File: config.mk
export PLATFORM = sky130hd
export DESIGN_NAME = exp_request_ctrl_flat
export DESIGN_NICKNAME = d
export VERILOG_FILES = /design/src/rtl/exp_request_ctrl_if.sv /design/src/rtl/exp_request_ctrl.sv /design/src/flat_wrapper.sv
export SDC_FILE = /design/constraint.sdc
export NUM_CORES = 1
export LEC_CHECK = 0
export CORE_AREA = 2 2 70 72
export DETAILED_ROUTE_END_ITERATION = 10
export DIE_AREA = 0 0 72 74
export PLACE_DENSITY = 0.58
export SETUP_SLACK_MARGIN = 0.15
export SLEW_MARGIN = 30
export SYNTH_ARGS = -nofsm -noshare
export SYNTH_HDL_FRONTEND = slang
export SYNTH_SLANG_ARGS = --single-unit
File: constraint.sdc
create_clock -name clk -period 1.75 [get_ports clk]
set_clock_uncertainty 0.15 [all_clocks]
set_input_delay 0.175 -clock clk [delete_from_list [all_inputs] [get_ports clk]]
set_output_delay 0.175 -clock clk [all_outputs]
set_load 0.02 [all_outputs]
File: src/rtl/exp_request_ctrl_if.sv
// Request/handshake bundle between the exception request front end and CP0.
// The master side drives raw lines, ack, eret and mask; the slave presents requests.
interface exp_request_ctrl_if;
  logic [2:0] irq_in;
  logic       ack;
  logic       is_eret;
  logic [2:0] block_mask;
  logic [2:0] exp_src;
  logic [2:0] pending;
  logic       busy;
  logic [1:0] cur_id;

  modport master (
    output irq_in, ack, is_eret, block_mask,
    input  exp_src, pending, busy, cur_id
  );

  modport slave (
    input  irq_in, ack, is_eret, block_mask,
    output exp_src, pending, busy, cur_id
  );
endinterface

File: src/rtl/exp_request_ctrl.sv
// Exception request front end: synchronise, debounce and edge-detect three raw
// request lines, then present one pending request at a time to CP0.
//
// state      | meaning
// -----------+----------------------------------------------------------
// ST_IDLE    | nothing presented; pick lowest eligible pending line
// ST_ASSERT  | exp_src held one-hot for cur_id until ack or mask
// ST_SERVICE | CP0 took the request; wait for eret before the next one
module exp_request_ctrl #(
  parameter int DEB_CYCLES = 4,
  parameter int DEB_BITS   = 3
) (
  input logic              clk,
  input logic              clr,
  exp_request_ctrl_if.slave bus
);

  localparam logic [DEB_BITS-1:0] DEB_LAST = DEB_BITS'(DEB_CYCLES - 1);
  localparam logic [1:0]          ID_NONE  = 2'd3;

  typedef enum logic [1:0] {
    ST_IDLE    = 2'd0,
    ST_ASSERT  = 2'd1,
    ST_SERVICE = 2'd2
  } state_t;

  state_t state, state_n;

  logic [2:0]          s1, s2, filt, filt_d;
  logic [DEB_BITS-1:0] cnt [3];
  logic [2:0]          rise;
  logic [2:0]          pending_q, pend_clr;
  logic [2:0]          eligible;
  logic [1:0]          sel;
  logic [2:0]          exp_src_q, exp_src_n;
  logic [1:0]          cur_id_q, cur_id_n;

  // Synchroniser, debounce filter and edge-detect history
  always_ff @(posedge clk) begin
    if (clr) begin
      s1     <= '0;
      s2     <= '0;
      filt   <= '0;
      filt_d <= '0;
      for (int i = 0; i < 3; i++) cnt[i] <= '0;
    end else begin
      s1     <= bus.irq_in;
      s2     <= s1;
      filt_d <= filt;
      for (int i = 0; i < 3; i++) begin
        if (s2[i] == filt[i]) begin
          cnt[i] <= '0;
        end else if (cnt[i] == DEB_LAST) begin
          filt[i] <= s2[i];
          cnt[i]  <= '0;
        end else begin
          cnt[i] <= cnt[i] + DEB_BITS'(1);
        end
      end
    end
  end

  assign rise = filt & ~filt_d;

  // A rise landing on the same edge as its ack keeps the bit set
  always_ff @(posedge clk) begin
    if (clr) pending_q <= '0;
    else     pending_q <= (pending_q & ~pend_clr) | rise;
  end

  assign eligible = pending_q & ~bus.block_mask;

  always_comb begin
    sel = 2'd0;
    if (eligible[0])      sel = 2'd0;
    else if (eligible[1]) sel = 2'd1;
    else if (eligible[2]) sel = 2'd2;
  end

  always_ff @(posedge clk) begin
    if (clr) begin
      state     <= ST_IDLE;
      exp_src_q <= '0;
      cur_id_q  <= ID_NONE;
    end else begin
      state     <= state_n;
      exp_src_q <= exp_src_n;
      cur_id_q  <= cur_id_n;
    end
  end

  always_comb begin
    state_n   = state;
    exp_src_n = exp_src_q;
    cur_id_n  = cur_id_q;
    pend_clr  = '0;
    case (state)
      ST_IDLE: begin
        exp_src_n = '0;
        if (|eligible) begin
          exp_src_n = 3'b001 << sel;
          cur_id_n  = sel;
          state_n   = ST_ASSERT;
        end
      end
      ST_ASSERT: begin
        if (bus.ack) begin
          pend_clr  = 3'b001 << cur_id_q;
          exp_src_n = '0;
          state_n   = ST_SERVICE;
        end else if (|(bus.block_mask & exp_src_q)) begin
          // exp_src_q is one-hot on cur_id, so this tests block_mask[cur_id]
          exp_src_n = '0;
          cur_id_n  = ID_NONE;
          state_n   = ST_IDLE;
        end
      end
      ST_SERVICE: begin
        exp_src_n = '0;
        if (bus.is_eret) begin
          cur_id_n = ID_NONE;
          state_n  = ST_IDLE;
        end
      end
      default: begin
        exp_src_n = '0;
        cur_id_n  = ID_NONE;
        state_n   = ST_IDLE;
      end
    endcase
  end

  assign bus.exp_src = exp_src_q;
  assign bus.pending = pending_q;
  assign bus.busy    = (state != ST_IDLE);
  assign bus.cur_id  = cur_id_q;

endmodule

File: src/flat_wrapper.sv
// flat-port wrapper written by rule: the top's interface ports become plain ports
module exp_request_ctrl_flat 
#(
  parameter int DEB_CYCLES = 4,
  parameter int DEB_BITS   = 3
)
  (clk, clr, bus_irq_in, bus_ack, bus_is_eret, bus_block_mask, bus_exp_src, bus_pending, bus_busy, bus_cur_id);
  exp_request_ctrl_if bus_i ();
  input logic clk;
  input logic clr;
  input wire logic [$bits(bus_i.irq_in)-1:0] bus_irq_in;
  input wire logic [$bits(bus_i.ack)-1:0] bus_ack;
  input wire logic [$bits(bus_i.is_eret)-1:0] bus_is_eret;
  input wire logic [$bits(bus_i.block_mask)-1:0] bus_block_mask;
  output wire logic [$bits(bus_i.exp_src)-1:0] bus_exp_src;
  output wire logic [$bits(bus_i.pending)-1:0] bus_pending;
  output wire logic [$bits(bus_i.busy)-1:0] bus_busy;
  output wire logic [$bits(bus_i.cur_id)-1:0] bus_cur_id;
  assign bus_i.irq_in = bus_irq_in;
  assign bus_i.ack = bus_ack;
  assign bus_i.is_eret = bus_is_eret;
  assign bus_i.block_mask = bus_block_mask;
  assign bus_exp_src = bus_i.exp_src;
  assign bus_pending = bus_i.pending;
  assign bus_busy = bus_i.busy;
  assign bus_cur_id = bus_i.cur_id;
  exp_request_ctrl #(.DEB_CYCLES(DEB_CYCLES), .DEB_BITS(DEB_BITS)) u_core (.clk(clk), .clr(clr), .bus(bus_i));
endmodule
==> reports/results.tsv <==
metric	value	unit
Port Buf Inserts	18	
hold_sp	u_core.s1[1]$_SDFF_PP0_	
Clock Path Buffers	2	
vias in the first global route	946	
GR Util met2	0.174	
Clk Latency, worst-skew pair	0.28	ns
total grt overflow	0	
post-synth top area share	0.333	
vias	906	
initial drt markers	29	
htree depth	2	
M3 GR Usage	0.0339	
DP HPWL	1.71	mm
NetSw	0.000305	W
CP max stage cell	dfxtp_1	
Starting Density	0.288	
drt pass-1 iters	4	
global-route wire length before repair	4.02	mm
synth warn	0	
number of remaining DRC errors	0	
GPL Wtd Cong	0.734	
FF-to-FF End	u_core.cnt[1][0]$_SDFFCE_PN0P_	
Final Cell Area	1780	um^2
Worst setup EP type	primary output	
worst setup slack after layout	0.202	ns
pin count of the biggest net entering global routing	11	
crit path time final	1.55	ns
Worst path max stage delay	0.41	ns
Worst Reg-to-Reg Cells	4	
Fin Hold WS	0.286	ns
antenna violations before repair	0	
Die ar.	5330	um^2
FF-to-FF Start	u_core.cnt[1][0]$_SDFFCE_PN0P_	
Max IR drop VDD	0.604	mV
TNS Setup	0	ns
Post-synth EDFFs	9	
Post-CTS Hold Buffers	0	
most frequent cell after synthesis	dfxtp_1	
chip width	72	um
clk root buf	clkbuf_8	
Worst Path Buf+Inv	1	
Vias/cell	4.27	
Top delay family on crit path	flip-flops	
maxcap violations	0	
Seq/Total Area, Yosys	0.537	
pwr dens	855	nW/um^2
Cells after Synth	119	
Nets	173	
final design utilization	0.386	
worst slack, placed	0.121	ns
clk sinks	31	
DP Area	1610	um^2
kind of critical path	flip-flop to primary output	
Total GRT Usage	0.102	
CTS tree	yes	
met1 usage in global routing	0.111	
CP cell instances	or2_1, clkdlybuf4s15_1	
Int Power	0.00121	W
Clk network pwr share	0.432	
core area	4600	um^2
# IOs	19	
startpoint types	flip-flop	
Die Ht	74	um
Hold WC Path Type	flip-flop to flip-flop	
CTS Buf Count	5	
Leak	0.770	nW
R2R setup slack	0.20	ns
Diodes inserted	0	
post-route ant nets	0	
Crit Path Max Fanout	4	
combinational power share	0.063	
WP data arrival	1.22	ns
Worst-path clk slew	0.06	ns
sequential group share of total power	0.505	
Sw Share	0.201	
synth cell count leaders	dfxtp_1 (22), nor2b_1 (12), nor2_2 (10)	
post-route clock period utilization	0.885	
Top FF cell, synth	dfxtp_1	
cell area after synthesis	1320	um^2
pins over their slew limit	0	
syn_area_per_cell	11.1	um^2
worst hold path depth	1	
DR WL/cell	10.6	um
fmax	0.646	GHz
status	finished clean	
flops & latches, synth	31	
ranking of synthesized cells by area	dfxtp_1 (33%), edfxtp_1 (20%), ha_1 (5.7%), nor2b_1 (5.7%), nor2_2 (4.7%)	
Worst Path Required	1.42	ns
# setup viols final	0	
share of post-route cells with drive strength above 1	0.253	
row count	25	
total wire length	2.25	mm
Hold EP	u_core.s2[1]$_SDFF_PP0_	
fraction of registers with async set/reset	0	
leading area contributor after synthesis	dfxtp_1	
Layout area overhead	34.1	%
Final Hold Fails	0	
most used routing layer	met2	
Synth cell types	34	
RSZ-0062 raised after global routing	true	
layout make-up:
cell class / instances / area, um^2
sequential: 31 / 711
timing repair buffer: 25 / 241
multi-input combinational: 86 / 613
tap: 54 / 67.6
clock inverter: 1 / 5.00
inverter: 8 / 30.0
fill: 446 / 2820
clock buffer: 7 / 108
state kept, by name, summed over array words and instances, names as in the netlist:
signal	count
u_core.s1	3
u_core.bus.cur_id	2
u_core.state	2
u_core.cnt	9
u_core.bus.pending	3
u_core.bus.exp_src	3
u_core.filt	3
u_core.filt_d	3
u_core.s2	3
routing by layer:
layer / wire length (um) / part of all wire
met1: 981 / 0.44
met2: 1060 / 0.47
met3: 162 / 0.072
met4: 48 / 0.021
met5: 0 / 0
worst max-delay path by stage:
stage | start | to | slack (ns) | cells after the start
global placement | u_core.cnt[1][0]$_SDFFCE_PN0P_ | u_core.cnt[1][0]$_SDFFCE_PN0P_ | 0.15 | 4
global route | u_core.cnt[1][0]$_SDFFCE_PN0P_ | u_core.cnt[1][0]$_SDFFCE_PN0P_ | 0.15 | 4
finish | u_core.state[1]$_SDFFE_PP0P_ | bus_busy | 0.20 | 2
detailed placement | u_core.cnt[1][0]$_SDFFCE_PN0P_ | u_core.cnt[1][0]$_SDFFCE_PN0P_ | 0.12 | 4
floorplan | u_core.cnt[0][0]$_SDFFCE_PN0P_ | u_core.cnt[0][0]$_SDFFCE_PN0P_ | 0.20 | 4
CTS | u_core.bus.exp_src[0]$_SDFFE_PP0P_ | bus_exp_src[0] | 0.16 | 1
power by group through the flow:
stage	registers, W	logic (W)	clock network (W)
after floorplan	0.000782	0.0000494	0
after global placement	0.000781	0.0000862	0
after detailed placement	0.000782	0.0000889	0
after CTS	0.000766	0.0000929	0.000676
after global routing	0.000768	0.000108	0.000710
final	0.000766	0.0000960	0.000656
metrics by stage:
step	power, W	instances
after global routing	0.00159	212
final	0.00152	212
after global placement	0.000868	200
after floorplan	0.000831	127
after detailed placement	0.000871	200
after CTS	0.00154	210
cell families (layout without fill, tap and decap cells):
| family | after synthesis | count (layout) | share of synthesized area |
|---|---|---|---|
| flops | 31 | 31 | 0.537 |
| simple gates | 49 | 49 | 0.243 |
| mux | 3 | 3 | 0.0227 |
| buf+inv | 10 | 41 | 0.0340 |
| fa+ha+maj | 6 | 6 | 0.0567 |
| compound gates | 16 | 16 | 0.0841 |
| xor+xnor | 3 | 3 | 0.0199 |
| other cells | 1 | 9 | 0.00283 |
layout by cell type (no fill, tap or decap), types with 2 or more instances in the layout:
master,synthesis,layout
a21oi_1,5,5
a22oi_1,2,2
buf_4,1,7
nand2_1,4,4
nor2_2,10,10
xnor2_1,3,3
or2b_1,3,3
o31ai_1,2,2
clkdlybuf4s50_1,0,9
clkbuf_8,0,6
conb_1,1,9
nor2b_1,12,12
edfxtp_1,9,9
nor2_1,8,8
ha_2,0,6
inv_1,8,8
mux2i_1,3,3
dlymetal6s2s_1,0,5
dfxtp_1,22,22
dlygate4sd2_1,0,3
or3_4,3,3
repair_timing:
item | 4_1_cts | 5_1_grt
setup endpoints to repair | 13 | 15
endpoints found under the hold margin | 0 | 0
gates cloned | 0 | 0
resized for setup | 6 | 10
buffers inserted | 2 | 2
pin swaps | 2 | 3
(Power assumes the default switching activity.)
==> edit, RTL diff (same settings) <==
`DEB_BITS` is set to 3 in 2 places; all go to 4.
--- a/src/rtl/exp_request_ctrl.sv
+++ b/src/rtl/exp_request_ctrl.sv
@@ -9,5 +9,5 @@
 module exp_request_ctrl #(
   parameter int DEB_CYCLES = 4,
-  parameter int DEB_BITS   = 3
+  parameter int DEB_BITS   = 4
 ) (
   input logic              clk,
--- a/src/flat_wrapper.sv
+++ b/src/flat_wrapper.sv
@@ -3,5 +3,5 @@
 #(
   parameter int DEB_CYCLES = 4,
-  parameter int DEB_BITS   = 3
+  parameter int DEB_BITS   = 4
 )
   (clk, clr, bus_irq_in, bus_ack, bus_is_eret, bus_block_mask, bus_exp_src, bus_pending, bus_busy, bus_cur_id);
Behaviour: same outputs for any inputs over 10 cycles, from zero or initial values; that may be too few to reach the edited logic, so the function may still have changed.
==> edit against the original RTL <==
Area after synthesis rose by 11%. Wire length rose by 23%. Sequential cell count rose by 3. Largest cell class unchanged. Critical path type is now reg2reg. Cell area rose by 14%. Global-route usage rose by 1.4 points. Worst setup slack got worse by 11 ps. Via count rose by 17%.
Power is not compared: it rests on default switching activity, and its combinational part moved more than twofold at a synthesized area within 25%.
==> edit: results (changes against the original RTL) <==
| Metric | Value |
|---|---|
| # diodes | 0 (unchanged) |
| Worst skew pair latency | 280 ps (about the same) |
| Largest register by flop count | u_core.cnt |
| Ys Warns | 0 (unchanged) |
| Seq/Total Area, Yosys | 54.7% (+0.97 points) |
| Routed vias/inst | 4.48 (+4.8%) |
| Class of the worst hold path | reg2reg |
| GPL Wtd Cong | 0.809 (+10%) |
| Num CTS Buffers | 5 (unchanged) |
| Layout cell share with drive strength beyond 1 | 25.3% (-0.042 points) |
| First-pass GRT wire length | 4790 um (+19%) |
| Max Slew Vio Count | 0 (unchanged) |
| Drt wl/cell | 11.8 um (+11%) |
| Max reg flops | 12 (+3) |
| Clk slew on worst S/H paths | 70 ps |
| Iter 0 DRT Violations | 14 (-52%) |
| Net Sw Power | between 400 and 500 uW |
| Prevailing post-synth register cell | dfxtp_1 |
| Critical-path maximum fanout | 4 (unchanged) |
| Largest net degree at the start of global routing | 19 (+8) |
| Clock root cell | clkbuf_8 |
| Ys async rst share | 0% (unchanged) |
| # H-tree levels | 2 (unchanged) |
| Peak supply drop | 0.646 mV |
| HPWL Detailed | 2010 um (+18%) |
| Count of cell types in the netlist | 35 (+2.9%) |
| Post-synth EDFFs | 12 (+3) |
| Antenna violations before repair | 0 (unchanged) |
| First drt pass iteration count | 4 (unchanged) |
| Final Net Count | 194 (+12%) |
| IO buf count | 18 (unchanged) |
| Vias in the first global route | 1,126 (+19%) |
| Leading post-synthesis cells by cell area | dfxtp_1 30%, edfxtp_1 25%, nor2_1 5.9% |
| P_leak | 0.000832 uW |
| Top cells by count, synth | 23 x nor2_1, 22 x dfxtp_1, 12 x edfxtp_1 |
| Overall Global Routing Usage | 11.6% (+1.4 points) |
| Status | finished clean |
| CTS max path bufs | 2 (unchanged) |
| Cell Area, Placed | 0.00179 sq mm (+11%) |
edit: changes by cell type in the layout (fill, tap and decap cells not counted), moves of 4 or more:
cell,delta
nand2_1,-4
nor2_2,-7
nand2b_1,+6
nor2_1,+10
inv_1,-4
buf_4,+8
edit: through the flow:
stage	setup WS [ps]	cells	setup TNS, ps	hold slack, ps
after floorplan	156	144	0	153
after global placement	-31.0	220	-31.0	270
after detailed placement	-73.8	220	-148	281
after CTS	151	231	0	292
after global routing	138	236	0	310
final	191	236	0	297
edit: repair_timing:
action	4_1_cts	5_1_grt
resized for setup	11	15
endpoints found under the setup margin	17	19
buffers inserted	3	5
pin swaps	0	4
edit: critical path, cell delays in order (launching register included):
cell	delay, ps
edfxtp_1	410
ha_2	200
nor3b_2	160
or3_4	390
nor2_1	110
edit: routing by layer:
layer	part of all wire [%]	track usage [%]	vias up
met5	0	0	-
met4	0.83	5.03	0
met3	3.2	3.52	2
met2	53	20.9	16
met1	42	12.7	504
li1	-	-	535
edit: worst paths after layout:
path	start	endpoint	slack, ps	cells past startpoint
setup / recovery	u_core.cnt[1][0]	u_core.cnt[1][3]	190	4
hold / removal	u_core.s1[2]	u_core.s2[2]	300	1
setup reg to reg	u_core.cnt[1][0]	u_core.cnt[1][3]	190	4
hold reg to reg	u_core.s1[2]	u_core.s2[2]	300	1
edit: layout make-up:
cell class                 instances  area [sq um]
timing repair buffer              33           294
multi-input combinational        103           734
tap                               54          67.6
inverter                           4          15.0
sequential                        34           805
clock buffer                       7          76.3
clock inverter                     1          30.0
fill                             441          2580
edit: cells by family (layout without fill, tap and decap cells):
group / Yosys count / count (layout) / synth area share, %
compound gates: 13 / 13 / 5.72
mux: 5 / 5 / 3.42
buf+inv: 7 / 45 / 2.13
simple gates: 61 / 61 / 25.9
fa+ha+maj: 3 / 3 / 2.56
other cells: 1 / 12 / 0.256
flops: 34 / 34 / 54.7
xor+xnor: 9 / 9 / 5.38
edit: power groups by stage:
stage | registers [uW] | logic, uW | clock network, uW
floorplan | 943 | 195 | 0
global placement | 927 | 343 | 0
detailed placement | 929 | 347 | 0
CTS | 912 | 339 | 723
global route | 931 | 383 | 749
finish | 919 | 350 | 691
